File: config.mk
export PLATFORM = sky130hd
export DESIGN_NAME = ghr_index_gen
export DESIGN_NICKNAME = d
export VERILOG_FILES = /design/src/rtl/bp_pkg.sv /design/src/rtl/bp_idx_fifo.sv /design/src/rtl/ghr_index_gen.sv
export SDC_FILE = /design/constraint.sdc
export NUM_CORES = 1
export LEC_CHECK = 0
export ABC_CLOCK_PERIOD_IN_PS = 3350
export BUFFER_PORTS_ARGS = -buffer_cell sky130_fd_sc_hd__buf_2
export CAP_MARGIN = 20
export CORE_ASPECT_RATIO = 1.25
export CORE_MARGIN = 4
export CORE_UTILIZATION = 40
export CTS_CLUSTER_DIAMETER = 100
export DETAILED_ROUTE_END_ITERATION = 16
export HOLD_SLACK_MARGIN = 0.03
export PLACE_DENSITY = 0.69
export SLEW_MARGIN = 20
export SYNTH_ARGS = -nofsm -noshare
export SYNTH_HDL_FRONTEND = slang
export SYNTH_SLANG_ARGS = --single-unit
File: constraint.sdc
create_clock -name clk_i -period 3.35 [get_ports clk_i]
set_input_delay 1.005 -clock clk_i [delete_from_list [all_inputs] [get_ports clk_i]]
set_output_delay 1.005 -clock clk_i [all_outputs]
set_load 0.05 [all_outputs]
File: src/rtl/bp_pkg.sv
// Shared branch-predictor types: PHT index type and 2-bit saturating counter encoding.
package bp_pkg;

  localparam int unsigned IdxWidth = 12;

  typedef logic [IdxWidth-1:0] idx_t;

  typedef enum logic [1:0] {
    CtrStrongNt = 2'b00,
    CtrWeakNt   = 2'b01,
    CtrWeakT    = 2'b10,
    CtrStrongT  = 2'b11
  } ctr_e;

  function automatic ctr_e ctr_next(input ctr_e ctr, input logic taken);
    unique case (ctr)
      CtrStrongNt: ctr_next = taken ? CtrWeakNt  : CtrStrongNt;
      CtrWeakNt:   ctr_next = taken ? CtrWeakT   : CtrStrongNt;
      CtrWeakT:    ctr_next = taken ? CtrStrongT : CtrWeakNt;
      default:     ctr_next = taken ? CtrStrongT : CtrWeakT;
    endcase
  endfunction

endpackage

File: src/rtl/bp_idx_fifo.sv
// Synchronous FIFO of PHT indices for in-flight branches; clear wins over push.
module bp_idx_fifo #(
  parameter int unsigned Width = 12,
  parameter int unsigned Depth = 8
) (
  input  logic             clk_i,
  input  logic             rst_i,
  input  logic             push_i,
  input  logic             pop_i,
  input  logic             clear_i,
  input  logic [Width-1:0] data_i,
  output logic             full_o,
  output logic             empty_o,
  output logic [Width-1:0] head_o
);

  localparam int unsigned PtrW = $clog2(Depth);
  localparam int unsigned CntW = PtrW + 1;

  logic [Width-1:0] mem_q [Depth];
  logic [PtrW-1:0]  wr_ptr_q, wr_ptr_d, rd_ptr_q, rd_ptr_d;
  logic [CntW-1:0]  count_q, count_d;

  always_comb begin
    wr_ptr_d = wr_ptr_q;
    rd_ptr_d = rd_ptr_q;
    count_d  = count_q;
    if (clear_i) begin
      wr_ptr_d = '0;
      rd_ptr_d = '0;
      count_d  = '0;
    end else begin
      if (push_i) wr_ptr_d = wr_ptr_q + PtrW'(1);
      if (pop_i)  rd_ptr_d = rd_ptr_q + PtrW'(1);
      unique case ({push_i, pop_i})
        2'b10:   count_d = count_q + CntW'(1);
        2'b01:   count_d = count_q - CntW'(1);
        default: count_d = count_q;
      endcase
    end
  end

  always_ff @(posedge clk_i or posedge rst_i) begin
    if (rst_i) begin
      wr_ptr_q <= '0;
      rd_ptr_q <= '0;
      count_q  <= '0;
    end else begin
      wr_ptr_q <= wr_ptr_d;
      rd_ptr_q <= rd_ptr_d;
      count_q  <= count_d;
    end
  end

  // Storage needs no reset; validity is tracked by count_q.
  always_ff @(posedge clk_i) begin
    if (push_i && !clear_i) mem_q[wr_ptr_q] <= data_i;
  end

  assign full_o  = (count_q == CntW'(Depth));
  assign empty_o = (count_q == '0);
  assign head_o  = mem_q[rd_ptr_q];

endmodule

File: src/rtl/ghr_index_gen.sv
// Global history and PHT index generation with in-flight index tracking.
// Define GHR_PC_XOR_EN for gshare indexing (PC ^ GHR); default is GAg (GHR only).
module ghr_index_gen
  import bp_pkg::*;
#(
  parameter int unsigned INDEX_WIDTH = IdxWidth,
  parameter int unsigned FIFO_DEPTH  = 8
) (
  input  logic                   clk_i,
  input  logic                   rst_i,
  input  logic                   fetch_valid_i,
  input  logic                   fetch_is_br_i,
  input  logic [31:0]            fetch_pc_i,
  input  logic                   pred_taken_i,
  output logic [INDEX_WIDTH-1:0] rd_index_o,
  output logic                   stall_o,
  input  logic                   res_valid_i,
  input  logic                   res_taken_i,
  input  logic                   res_mispredict_i,
  input  logic                   flush_i,
  output logic                   update_en_o,
  output logic [INDEX_WIDTH-1:0] update_index_o,
  output logic                   br_taken_o
);

  logic [INDEX_WIDTH-1:0] spec_ghr_q, spec_ghr_d;
  logic [INDEX_WIDTH-1:0] commit_ghr_q, commit_ghr_d;
  logic [INDEX_WIDTH-1:0] fifo_head;
  logic                   fifo_full, fifo_empty;
  logic                   resolve, mispredict, push;

`ifdef GHR_PC_XOR_EN
  logic unused_pc;
  assign unused_pc  = ^{fetch_pc_i[31:INDEX_WIDTH+2], fetch_pc_i[1:0]};
  assign rd_index_o = fetch_pc_i[INDEX_WIDTH+1:2] ^ spec_ghr_q;
`else
  logic unused_pc;
  assign unused_pc  = ^fetch_pc_i;
  assign rd_index_o = spec_ghr_q;
`endif

  assign resolve    = res_valid_i & ~fifo_empty;
  assign mispredict = resolve & res_mispredict_i;
  // A resolving pop frees a slot this cycle, so a full FIFO can still accept.
  assign push = fetch_valid_i & fetch_is_br_i & (~fifo_full | resolve) & ~flush_i & ~mispredict;

  assign stall_o        = fifo_full;
  assign update_en_o    = resolve;
  assign update_index_o = fifo_head;
  assign br_taken_o     = res_taken_i;

  always_comb begin
    commit_ghr_d = commit_ghr_q;
    if (resolve) commit_ghr_d = {commit_ghr_q[INDEX_WIDTH-2:0], res_taken_i};

    spec_ghr_d = spec_ghr_q;
    if (mispredict || flush_i) begin
      spec_ghr_d = commit_ghr_d;
    end else if (push) begin
      spec_ghr_d = {spec_ghr_q[INDEX_WIDTH-2:0], pred_taken_i};
    end
  end

  always_ff @(posedge clk_i or posedge rst_i) begin
    if (rst_i) begin
      spec_ghr_q   <= '0;
      commit_ghr_q <= '0;
    end else begin
      spec_ghr_q   <= spec_ghr_d;
      commit_ghr_q <= commit_ghr_d;
    end
  end

  bp_idx_fifo #(
    .Width (INDEX_WIDTH),
    .Depth (FIFO_DEPTH)
  ) u_idx_fifo (
    .clk_i   (clk_i),
    .rst_i   (rst_i),
    .push_i  (push),
    .pop_i   (resolve),
    .clear_i (flush_i | mispredict),
    .data_i  (rd_index_o),
    .full_o  (fifo_full),
    .empty_o (fifo_empty),
    .head_o  (fifo_head)
  );

endmodule

* Word level (Yosys, flattened, before mapping)
Memories as Yosys holds them, arrays and structs flattened. Cells that the tools add are included.
Word-level totals: register bits after elaboration 34, bits in latches 0, bits in writable memories 96, bits in read-only memories 0, output and inout bits 27, logic and storage cells 44, memories kept 1
Operators by class: $add $sub $neg 4, multiply operators 0, divide/modulo/power cells 0, $lt $le $gt $ge 0, equality and inequality tests 3, shifts and indexed selects 0, muxes and demuxes 11, bitwise logic cells 12, reduce and logical (&&, ||, !) cells 8
Memory list:
- u_idx_fifo.mem_q | depth 8, width 12, rd ports 1, clocked after Yosys merged registers in 0, wr ports 1, line bp_idx_fifo.sv:20 | logic [Width-1:0] mem_q [Depth];
Operators with widths (count):
- $mux 12 | 3
- $mux 3 | 4
- $pmux 4 s2 | 1
- $add 3x1->3 const B | 2
- $and 1x1->1 | 6
- $reduce_bool 2->1 | 3
- $add 4x1->4 const B | 1
- $eq 4x4->1 const B | 1
- $logic_not 4->1 | 1
- $mux 4 | 1
- $not 1->1 | 4
- $sub 4x1->4 const B | 1
- $reduce_bool 3->1 | 1
- $eq 2x1->1 const B | 1
- $eq 2x2->1 const B | 1
- $mux 1 | 2
- $or 1x1->1 | 2
- $logic_and 1x1->1 | 1
- $logic_not 1->1 | 1
- $logic_or 1x1->1 | 1

* Depth between registers and ports, before layout
depth after elaboration 10, mapped depth 12, mapped depth without buffers 11

* Modules after synthesis
A second synthesis with hierarchy kept.
Second synthesis, totals: cells, all modules 313, area total of the unflattened synthesis 5539.1 um^2
Modules (own cells, without submodules):
- bp_idx_fifo | instances 1, cells an instance 215, area each 4347.9 um^2, seq. area each 3133.0 um^2
- ghr_index_gen | instances 1, cells an instance 98, area each 1191.1 um^2, seq. area each 600.6 um^2

* Worst setup path before layout
No wires, ideal clock.
kind input-to-reg, from input res_valid_i, to register u_idx_fifo.count_q[3], setup time 0.076 ns, arrival time 3.056 ns, data required time 3.274 ns, path slack 0.218 ns, stages on the path 11, path buffers 1, path through o41ai_4 inv_2 a21oi_2 buf_2 nand2_1 ha_1 ha_1 o211a_1 a211oi_1 or4_1 o21ai_1
Between the ends: cells in the longest elaborated chain, start to end 8
RTL lines:
- start: declaration | line ghr_index_gen.sv:17 | input logic res_valid_i,
- $and 1x1->1 * | line ghr_index_gen.sv:42 | assign resolve = res_valid_i & ~fifo_empty;
- $or 1x1->1 | line ghr_index_gen.sv:45 | assign push = fetch_valid_i & fetch_is_br_i & (~fifo_full | resolve) & ~flush_i & ~mispredict;
- $and 1x1->1 (3 in a row) | line ghr_index_gen.sv:45
- $eq 2x1->1 / $eq 2x2->1 (equally long branches) | line bp_idx_fifo.sv:35 | unique case ({push_i, pop_i})
- $pmux 4 s2 | line bp_idx_fifo.sv:35
- $mux 4 | line bp_idx_fifo.sv:28 | if (clear_i) begin
- end signal: assignment | line bp_idx_fifo.sv:51 | count_q <= count_d;
- end: declaration | line bp_idx_fifo.sv:22 | logic [CntW-1:0] count_q, count_d;
Every way passes the cells marked *; elsewhere a longest branch is shown, timed or not. A chain may end at the register's enable or synchronous reset.

* Worst setup path after layout
from register u_idx_fifo.rd_ptr_q[0], to output update_index_o[10]
Between the ends: cells in the longest elaborated chain, start to end 1
RTL lines:
- start: declaration | line bp_idx_fifo.sv:21 | logic [PtrW-1:0] wr_ptr_q, wr_ptr_d, rd_ptr_q, rd_ptr_d;
- start signal: assignment | line bp_idx_fifo.sv:50 | rd_ptr_q <= rd_ptr_d;
- $mem_v2 8x12
- end: declaration | line ghr_index_gen.sv:22 | output logic [INDEX_WIDTH-1:0] update_index_o,
No other way between the ends.

==> flow_metrics.py <==
metrics = {
    "status": {
        "status": "finished, final reports clean",
    },
    "sta": {
        "maxSlewViolCount": 0,
        "hold_viol": 0,
        "rsz0062_at_grt": "false",
        "period_needed_ns": 3.153,
        "fin_crit_sh_pct": 94.13,
        "max_freq_mhz": 317.1,
        "setup_violations": 0,
        "whs_ns": 0.5003,
        "fin_skew_ns": 0.008832,
        "relSlewSlack_pct": 50.62,
        "finalSetupTns_ns": 0,
        "setup_slack_ns": 0.1966,
        "worst_pin_slew_ns": 0.7407,
    },
    "grt": {
        "antenna_found_initial": 0,
        "track_usage_pct": 14.45,
        "grt_pass1_wl_mm": 16.42,
        "grt_pass1_vias": 3112,
        "grt_overflow": 0,
        "grt_max_degree": 35,
    },
    "run": {
        "drv_cap": 0,
    },
    "critical_path": {
        "cp-start-kind": "flip-flop",
        "required_ns": 2.34,
        "critical_path_class": "reg -> out",
        "slowest_stage": "mux4_2",
        "critical-path-max-stage-delay_ns": 0.53,
        "arrival_ns": 2.15,
        "r2r_start": "u_idx_fifo.count_q[0]",
        "cp-startpoint": "u_idx_fifo.rd_ptr_q[0]",
        "crit_chain": "buf_12 > mux4_2 > mux2_2 > buf_2",
        "crit_path_max_fanout": 24,
        "crit_path_end_kind": "primary output",
    },
    "logic_synthesis": {
        "synth.largest_area_cell": "edfxtp_1",
        "synth-simple-area-share_pct": 4.666,
        "yosys_warnings": 0,
        "synth-compound-area-share_pct": 4.642,
        "synth_top_family_by_area": "multiplexers",
        "synth.avg_cell_area_sq_um": 17.29,
        "netlist_instances": 304,
        "synth_cell_types": 34,
        "synth_ff_type": "edfxtp_1",
        "syn_nets": 351,
        "synth-edff-count": 96,
        "synthMuxAreaShare_pct": 15.81,
        "synth_seq_cells": 130,
        "synth_common_cells": "edfxtp_1, dfrtp_1, a21oi_1",
        "async_flop_share_pct": 26.15,
        "ys_seq_area_share_pct": 71.03,
        "synth_top_area_share_pct": 54.84,
        "synth_xor_area_share_pct": 0.9998,
        "synthAdderAreaFrac_pct": 1.428,
        "ys_top_cells_by_area": "edfxtp_1, dfrtp_1, mux4_2",
        "syn_area_sq_um": 5256,
        "synth_most_common_cell": "edfxtp_1",
    },
    "die": {
        "dieWidth_um": 110.5,
        "rows": 46,
        "placeableCoreArea_sq_um": 12780,
        "start_util_pct": 41.14,
        "die-height_um": 136.2,
        "io_pins": 68,
        "dieArea_sq_um": 15050,
    },
    "placement": {
        "dp_hpwl_mm": 6.398,
        "place.gp.congestion": 0.7516,
        "place_inst": 512,
        "port_buffers": 35,
        "post_dp_cell_area_sq_um": 5743,
        "dp_slack_ns": 0.1903,
    },
    "layout": {
        "fillCellCount": 1099,
        "finalNetCount": 410,
        "stdcell_area_sq_um": 6296,
        "antenna_cells": 0,
        "instances_no_fill": 544,
        "final_util_pct": 49.28,
        "syn2layout_area_growth_pct": 19.78,
        "drive_gt1_share_pct": 35.90,
    },
    "cts": {
        "cts_sinks": 130,
        "ctsHoldBuffers": 0,
        "clockBufferDepth": 2,
        "path_clk_slew_ns": 0.05,
        "h-tree-depth": 4,
        "clk_latency_ns": 0.41,
        "post_cts_buffers": 0,
        "cts_made_buffers": 17,
        "cts_resized": 0,
        "ctsRootBufferMaster": "clkbuf_16",
        "cts_tree": "done",
    },
    "routing": {
        "drc": 0,
        "vias_per_cell": 5.222,
        "wire_per_inst_um": 18.31,
        "drt_wl_total_mm": 9.962,
        "vias": 2841,
        "firstDrtPassIters": 4,
        "antenna_left": 0,
        "drtIter0Drc": 135,
    },
    "min_path": {
        "hold_path_class": "reg -> reg",
        "hold_start": "commit_ghr_q[11]",
    },
    "power": {
        "irDropWorstVdd_mv": 0.4334,
        "power.total_mw": 5.053,
        "leakagePower_nw": 2.370,
        "p_per_area_nw_per_um2": 802.5,
    },
}
==> sequential cells by signal, indices dropped and copies added, names as in the netlist <==
register and cells:
u_idx_fifo.mem_q 96, commit_ghr_q 12, rd_index_o 12, u_idx_fifo.count_q 4, u_idx_fifo.rd_ptr_q 3, u_idx_fifo.wr_ptr_q 3
==> per-layer routing <==
| metal | global-route usage, % | vias up | part of all wire, % |
|---|---|---|---|
| met2 | 25.91 | 53 | 55 |
| met3 | 4.720 | 10 | 3.2 |
| li1 | - | 1295 | - |
| met4 | 5.681 | 0 | 1.3 |
| met1 | 15.93 | 1483 | 41 |
| met5 | 0 | - | 0 |
==> placed cells by master, fill, tap and decap left out, types with 2 or more instances in the layout <==
| cell type | n |
|---|---|
| inv_1 | 2 |
| xor2_1 | 3 |
| mux2_2 | 24 |
| clkinv_2 | 4 |
| nor3b_1 | 2 |
| edfxtp_1 | 96 |
| clkbuf_8 | 4 |
| a21oi_1 | 28 |
| clkinv_1 | 2 |
| nand2_1 | 20 |
| mux2i_1 | 2 |
| clkbuf_16 | 17 |
| buf_2 | 35 |
| dfrtp_1 | 34 |
| xnor2_1 | 3 |
| ha_1 | 6 |
| mux4_2 | 24 |
| nor2_1 | 26 |
| nor3_2 | 2 |
| nand2b_1 | 2 |
| clkbuf_1 | 4 |
| buf_4 | 18 |
==> worst paths after layout <==
check                                   endpoint  slack, ns  depth (start not counted)
min reg2reg                     commit_ghr_q[11]       0.50                          1
max                           update_index_o[10]       0.20                          4
min in group asynchronous        commit_ghr_q[0]       0.68                          3
max reg2reg                u_idx_fifo.count_q[3]       0.37                         10
min                             commit_ghr_q[11]       0.50                          1
max in group asynchronous          rd_index_o[5]       2.36                          3
==> power breakdown <==
part	switching, mW	internal (mW)
clock network	0.605	1.09
registers	0.219	1.99
logic	0.722	0.429
==> area by class of cell <==
type | instances | area, sq um | area share [%]
sequential | 130 | 3734 | 59.30
multi-input combinational | 157 | 1458 | 23.15
clock buffer | 25 | 495.5 | 7.870
timing repair buffer | 54 | 330.3 | 5.246
tap | 168 | 210.2 | 3.339
clock inverter | 7 | 57.56 | 0.9141
inverter | 3 | 11.26 | 0.1789
==> worst max-delay path, delay by kind of cell, from the launching register on <==
family	cells	cell delay, ns
buffers and inverters	2	0.48
DFF	1	0.43
muxes	2	0.83
==> cell families (layout without fill, tap and decap cells) <==
| kind of cell | after synthesis | count (layout) |
|---|---|---|
| AOI/OAI and AO/OA | 38 | 38 |
| xor gates and xnor gates | 6 | 6 |
| adders and majority gates | 6 | 6 |
| buffers and inverters | 17 | 89 |
| DFF | 130 | 130 |
| muxes | 50 | 50 |
| and+or+nand+nor | 57 | 57 |
No activity file was read; power rests on OpenSTA's default activity.
